`config.mk`:
```
export PLATFORM = sky130hd
export DESIGN_NAME = data_memory_arbiter
export DESIGN_NICKNAME = d
export VERILOG_FILES = /design/src/rtl/data_memory_arbiter.sv
export SDC_FILE = /design/constraint.sdc
export NUM_CORES = 1
export LEC_CHECK = 0
export ABC_CLOCK_PERIOD_IN_PS = 4000
export CAP_MARGIN = 20
export CORE_MARGIN = 5
export CORE_UTILIZATION = 38
export DETAILED_ROUTE_END_ITERATION = 7
export HOLD_SLACK_MARGIN = 0.12
export PLACE_DENSITY = 0.88
export SKIP_LAST_GASP = 1
export SLEW_MARGIN = 0
export SYNTH_ARGS = -nofsm -noshare
export SYNTH_HDL_FRONTEND = slang
export SYNTH_SLANG_ARGS = --single-unit
```
`constraint.sdc`:
```
create_clock -name Clk -period 4 [get_ports Clk]
set_clock_uncertainty 0.15 [all_clocks]
set_input_delay 0.8 -clock Clk [delete_from_list [all_inputs] [get_ports Clk]]
set_output_delay 0.8 -clock Clk [all_outputs]
set_load 0.05 [all_outputs]
```
`src/rtl/data_memory_arbiter.sv`:
```
// -----------------------------------------------------------------------------
// data_memory_arbiter
// Two-requester round-robin arbiter in front of a single-port data memory.
// A sampled request becomes a one-cycle grant; the memory command issued with
// the grant is registered, and read data comes back one cycle later.
// A requester cannot be granted two cycles in a row, so a lone requester gets
// every other cycle while two requesters interleave back-to-back.
//
// Ports
//   Clk, Reset                  clock, asynchronous active-high reset
//   Req0/1, Write0/1            request and direction (1 = write) per requester
//   Adress0/1, WriteData0/1     word address and write data per requester
//   Gnt0/1                      one-cycle grant pulse
//   RdValid0/1                  one-cycle read-data-valid pulse
//   Err0/1                      one-cycle out-of-range pulse (with the grant)
//   RdData                      read data, straight from MemReadData
//   MemWrite/MemRead            memory command strobes
//   MemAdress/MemWriteData      memory address and write data
//   MemReadData                 memory read data, one cycle after MemRead
// -----------------------------------------------------------------------------
module data_memory_arbiter #(
    parameter int MemSize = 4096
) (
    input  logic        Clk,
    input  logic        Reset,
    input  logic        Req0,
    input  logic        Req1,
    input  logic        Write0,
    input  logic        Write1,
    input  logic [31:0] Adress0,
    input  logic [31:0] Adress1,
    input  logic [31:0] WriteData0,
    input  logic [31:0] WriteData1,
    output logic        Gnt0,
    output logic        Gnt1,
    output logic        RdValid0,
    output logic        RdValid1,
    output logic        Err0,
    output logic        Err1,
    output logic [31:0] RdData,
    output logic        MemWrite,
    output logic        MemRead,
    output logic [31:0] MemAdress,
    output logic [31:0] MemWriteData,
    input  logic [31:0] MemReadData
);

    typedef enum logic [1:0] {IDLE, GRANT0, GRANT1} state_t;

    localparam logic [31:0] MemLimit = 32'(MemSize);

    state_t      state, nextState;
    logic        last;          // requester served most recently
    logic        elig0, elig1;
    logic        selWrite;
    logic [31:0] selAdress, selData;
    logic        inRange;

    // A requester whose grant is showing this cycle is not eligible again.
    always_comb begin
        elig0     = Req0 && (state != GRANT0);
        elig1     = Req1 && (state != GRANT1);
        nextState = IDLE;
        if (elig0 && elig1)
            nextState = last ? GRANT0 : GRANT1;
        else if (elig0)
            nextState = GRANT0;
        else if (elig1)
            nextState = GRANT1;
        selWrite  = (nextState == GRANT1) ? Write1     : Write0;
        selAdress = (nextState == GRANT1) ? Adress1    : Adress0;
        selData   = (nextState == GRANT1) ? WriteData1 : WriteData0;
        inRange   = selAdress < MemLimit;
    end

    always_ff @(posedge Clk or posedge Reset) begin
        if (Reset) begin
            state        <= IDLE;
            last         <= 1'b1;
            RdValid0     <= 1'b0;
            RdValid1     <= 1'b0;
            Err0         <= 1'b0;
            Err1         <= 1'b0;
            MemWrite     <= 1'b0;
            MemRead      <= 1'b0;
            MemAdress    <= '0;
            MemWriteData <= '0;
        end else begin
            state    <= nextState;
            // Read issued during a grant cycle returns on the following cycle.
            RdValid0 <= (state == GRANT0) && MemRead;
            RdValid1 <= (state == GRANT1) && MemRead;
            Err0     <= 1'b0;
            Err1     <= 1'b0;
            MemWrite <= 1'b0;
            MemRead  <= 1'b0;
            if (nextState != IDLE) begin
                last <= (nextState == GRANT1);
                if (inRange) begin
                    MemWrite     <= selWrite;
                    MemRead      <= !selWrite;
                    MemAdress    <= selAdress;
                    MemWriteData <= selData;
                end else begin
                    // Out-of-range grant: flag it, leave the memory untouched.
                    Err0 <= (nextState == GRANT0);
                    Err1 <= (nextState == GRANT1);
                end
            end
        end
    end

    assign Gnt0   = (state == GRANT0);
    assign Gnt1   = (state == GRANT1);
    assign RdData = MemReadData;

endmodule

```
=== Word level (Yosys, flattened, before mapping) ===
Index checks and enable logic that the tools add are counted.

* Word-level logic and storage cells: 40
* Input bits: 166
* Memories kept: 0
* Register bits after elaboration: 73
* Output and inout port bits: 104
* Memory bits (writable): 0
* Bits in read-only memories: 0
* Latch bits: 0

* Reduce and logical (&&, ||, !) cells: 8
* Muxes and demuxes: 15
* Multipliers: 0
* $add $sub $neg: 0
* Bitwise logic cells: 0
* Shift-type cells: 0
* Eq/ne operators: 6
* Magnitude comparators: 1
* Divide/modulo/power cells: 0

{| class="wikitable"
|+ Operators with widths
! cell !! count
|-
| $mux W32 || 2
|-
| $lt A32 B13 Y1 const B || 1
|-
| $mux W1 || 9
|-
| $mux W2 || 4
|-
| $logic_and A1 B1 Y1 || 5
|-
| $eq A2 B1 Y1 const B || 2
|-
| $eq A2 B2 Y1 const B || 2
|-
| $ne A2 B1 Y1 const B || 1
|-
| $ne A2 B2 Y1 const B || 1
|-
| $reduce_and A2 Y1 || 1
|-
| $reduce_bool A2 Y1 || 1
|-
| $logic_not A1 Y1 || 1
|}

=== Depth between registers and ports, before layout ===
* Depth in word-level cells: 10
* Depth in mapped cells: 7
* Gate-level depth less buffers: 5

=== Worst setup path after synthesis ===
OpenSTA, ideal clock, no wires.

* Kind: input to register
* Start: input Req0
* End: register MemAdress[0]
* Cell stages on the path: 6
* Data required time: 3725 ps
* Arrival: 2080 ps
* Path buffers: 1
* Setup time: 125 ps
* Slack: 1645 ps
* Cells stage by stage: nand2_1 -> a21o_1 -> nand2_2 -> clkbuf_1 -> mux2_2 -> mux2_4

* Word-level cells in the longest chain between the ends: 7
* Elaborated cells on any way between the ends: 9
* Those cells by class: 1 x order compare; 1 x eq/ne; 3 x mux; 4 x reduce/logical

{| class="wikitable"
|+ Ends and longest elaborated chain
! what !! RTL line !! source
|-
| start: declaration || 26 || <nowiki>input logic Req0,</nowiki>
|-
| $logic_and A1 B1 Y1 * || 61 || <nowiki>elig0 = Req0 && (state != GRANT0);</nowiki>
|-
| $mux W2 or $logic_and A1 B1 Y1 (tied branches) || 66, 64 ||
|-
| $mux W2 * || 64 || <nowiki>if (elig0 && elig1)</nowiki>
|-
| $eq A2 B2 Y1 || 71 || <nowiki>selAdress = (nextState == GRANT1) ? Adress1 : Adress0;</nowiki>
|-
| $mux W32 || 71 ||
|-
| $lt A32 B13 Y1 || 73 || <nowiki>inRange = selAdress < MemLimit;</nowiki>
|-
| $reduce_and A2 Y1 (no source line) || - ||
|-
| end signal: assignment || 102 || <nowiki>MemAdress <= selAdress;</nowiki>
|-
| end: declaration || 43 || <nowiki>output logic [31:0] MemAdress,</nowiki>
|}

Every way passes the cells marked *; elsewhere a longest branch is shown, timed or not.
A chain may end at the register's enable or synchronous reset.

=== Final worst setup path ===
* Start: input Req0
* End: register MemAdress[10]

The elaborated chain is that of the path after synthesis.

==> results.json <==
{
  "postCtsResizedCells": 0,
  "antenna_found_initial": 0,
  "peakVddDrop_uv": 185,
  "cp_cell_sequence": "clkdlybuf4s50_1, nand2_1, a21o_1, and3_1, a21oi_4, buf_12, mux2_2",
  "drv_slew": 0,
  "htree_num_levels": 3,
  "worst-path-buf-inv": 2,
  "worstMarginPinSlew_ns": 1.02,
  "crit_path_max_incr_delay_ns": 0.80,
  "num_vias": 2730,
  "hold_buffers": 0,
  "grt_usage": 0.160,
  "leakage_uw": 0.00267,
  "crit_arrival_ns": 3.35,
  "clkTransAtPathRegs_ns": 0.07,
  "boundaryPins": 270,
  "synth-edff-count": 0,
  "yosys_warnings": 0,
  "drtAntennaViolNets": 0,
  "nNetsFinal": 613,
  "cap_violations": 0,
  "ys_seq_area_frac": 0.493,
  "cts_sinks": 73,
  "dpl.cell_count": 569,
  "hpwl_um": 7950,
  "tns_ns": 0,
  "synth_top_area_cell": "dfrtp_1",
  "required_ns": 4.05,
  "finalSetupViolCount": 0,
  "syn-num-nets": 437,
  "cts_root_buffer": "clkbuf_8",
  "antenna_cells": 0,
  "rsz0062_at_grt": "no",
  "synth_area_mm2": 0.00371,
  "fmax_mhz": 304,
  "drc": 0,
  "hold_end": "MemAdress[12]$_DFFE_PP0P_",
  "fp.dieArea_mm2": 0.0118,
  "critPathSlowestCell": "a21oi_4",
  "period_minus_slack_ns": 3.29,
  "startpoint_type": "input pin",
  "synth_seq_cells": 73,
  "avgSynthCellArea_um2": 13.7,
  "via_per_inst": 4.67,
  "r2r_end": "MemAdress[10]$_DFFE_PP0P_",
  "ys_types": 27,
  "hold_viol_final": 0,
  "portBuffers": 205,
  "hp-start": "MemAdress[12]$_DFFE_PP0P_",
  "cts_tree": "built",
  "synthArstFlopShare": 1.00,
  "ys_top_cells_by_area": "dfrtp_1 (49%), mux2_4 (16%), mux2_2 (15%)",
  "min_path_cells": 1,
  "chipWidth_um": 109,
  "cp_max_fo": 33,
  "reg2reg_depth": 6,
  "ys.flop_type": "dfrtp_1",
  "drtIter0Drc": 71,
  "drive_above_1_share": 0.248,
  "r2r_slack_ns": 1.18,
  "post-route-period-util": 0.823,
  "r2r_start": "last$_DFFE_PP1P_",
  "grt_max_degree": 38,
  "start_util": 0.385,
  "gp_congestion": 0.847,
  "startpoint": "Req0",
  "grt_pass1_vias": 2971,
  "instances_no_fill": 585,
  "cts_made_buffers": 9,
  "grt_pass1_wl_um": 14900,
  "dieHeight_um": 109,
  "critPathTopFamily": "compound AO/OA/AOI/OAI gates",
  "routedWlPerCell_um": 17.1,
  "pwr_density_cell_mw_per_mm2": 302,
  "clock_latency_ns": 0.32,
  "core-area_mm2": 0.00964,
  "drt_first_pass_iters": 4,
  "grt_overflow": 0,
  "area_delta_synth_final_pct": 59.4,
  "synth_top_area_frac": 0.486,
  "slew_headroom": 0.318,
  "cts.path.max_buffers": 2,
  "status": "completed",
  "placement_rows": 36,
  "synth_cells": 271,
  "postCtsSetupBuffers": 0,
  "finalWirelength_um": 9990,
  "endpoint_kind": "flop",
  "hp-class": "flop to flop",
  "criticalPathCategory": "input pin to flop"
}
[placed cells by master, fill, tap and decap left out, drive strengths merged]
| master | synthesis | layout |
|---|---|---|
| clkdlybuf4s50 | 0 | 205 |
| mux2 | 88 | 88 |
| dfrtp | 72 | 72 |
| and2 | 22 | 22 |
| nor4 | 14 | 14 |
| clkbuf | 5 | 11 |
| nand2 | 9 | 9 |
| nor2 | 5 | 5 |
| inv | 4 | 4 |
| bufinv | 0 | 3 |
| buf | 38 | 3 |
| nor2b | 3 | 3 |
| a21oi | 2 | 2 |
| nand2b | 1 | 1 |
| a21o | 1 | 1 |
| and3 | 1 | 1 |
| o21a | 1 | 1 |
| a41oi | 1 | 1 |
| mux2i | 1 | 1 |
| a311oi | 1 | 1 |
| o21ai | 1 | 1 |
| clkinvlp | 0 | 1 |
| clkinv | 0 | 1 |
| dfstp | 1 | 1 |
[cell type report]
type                            instances  area (µm²)
Fill cell                             776        3730
Timing Repair Buffer                  208        2110
Sequential cell                        73        1830
Multi-Input combinational cell        151        1540
Tap cell                              133         166
Clock buffer                           11         141
Clock inverter                          5         103
Inverter                                4        15.0
[Yosys cell counts (2+ instances only)]
cell       n
nand2_1    8
nor2b_1    2
mux2_4    40
clkbuf_1   5
and2_1    22
buf_6      5
inv_1      4
nor4_1    13
nor2_1     5
buf_4     32
mux2_2    48
dfrtp_1   72
[per-layer routing]
layer	share of wire	wire, µm	up-vias	global-route usage
met3	0.097	967	24	0.0574
met5	0	0	-	0
li1	-	-	1257	-
met4	0.019	194	0	0.0523
met1	0.38	3780	1300	0.182
met2	0.51	5050	149	0.281
[state kept, by name, summed over array words and instances, names as in the netlist]
signal / cells
RdValid1: 1
MemAdress: 32
MemWrite: 1
Err0: 1
last: 1
Err1: 1
RdValid0: 1
state: 2
MemWriteData: 32
MemRead: 1
[power breakdown]
part           switching, µW  total [µW]  internal, µW
Sequential              4.99         753           748
Clock                    262         693           431
Combinational            127         336           208
[cell families after synthesis]
| kind of cell | Yosys count | synth area share |
|---|---|---|
| multiplexers | 89 | 0.310 |
| flip-flops | 73 | 0.493 |
| AND/OR/NAND/NOR | 55 | 0.0901 |
| buffers and inverters | 47 | 0.0904 |
| AO/OA/AOI/OAI | 7 | 0.0159 |
[through the flow]
stage | worst slack [ns] | hold slack (ns) | total power, µW | area (µm²) | util
after global placement | 0.491 | 0.320 | 1100 | 5670 | 0.588
after floorplan | 1.20 | 0.316 | 1010 | 3710 | -
after global routing | 0.604 | 0.366 | 1850 | 5910 | 0.613
after detailed placement | 0.397 | 0.321 | 1110 | 5670 | 0.588
final | 0.707 | 0.340 | 1780 | 5910 | 0.613
after CTS | 0.749 | 0.343 | 1810 | 5910 | 0.613
[worst max path at each step]
stage,end,slack [ns],depth (start not counted)
final,MemAdress[10]$_DFFE_PP0P_,0.71,7
after global routing,MemAdress[10]$_DFFE_PP0P_,0.60,7
after CTS,MemAdress[10]$_DFFE_PP0P_,0.75,7
after detailed placement,MemAdress[10]$_DFFE_PP0P_,0.40,7
after global placement,MemAdress[11]$_DFFE_PP0P_,0.49,7
after floorplan,Err0$_DFF_PP0_,1.20,1
[worst register-to-register path, stage by stage (launching register included)]
cell and delay (ns):
dfstp_2 0.55, nand2_1 0.05, a21o_1 0.22, and3_1 0.19
a21oi_4 0.80, buf_12 0.36, mux2_2 0.39
(Power assumes the default switching activity.)
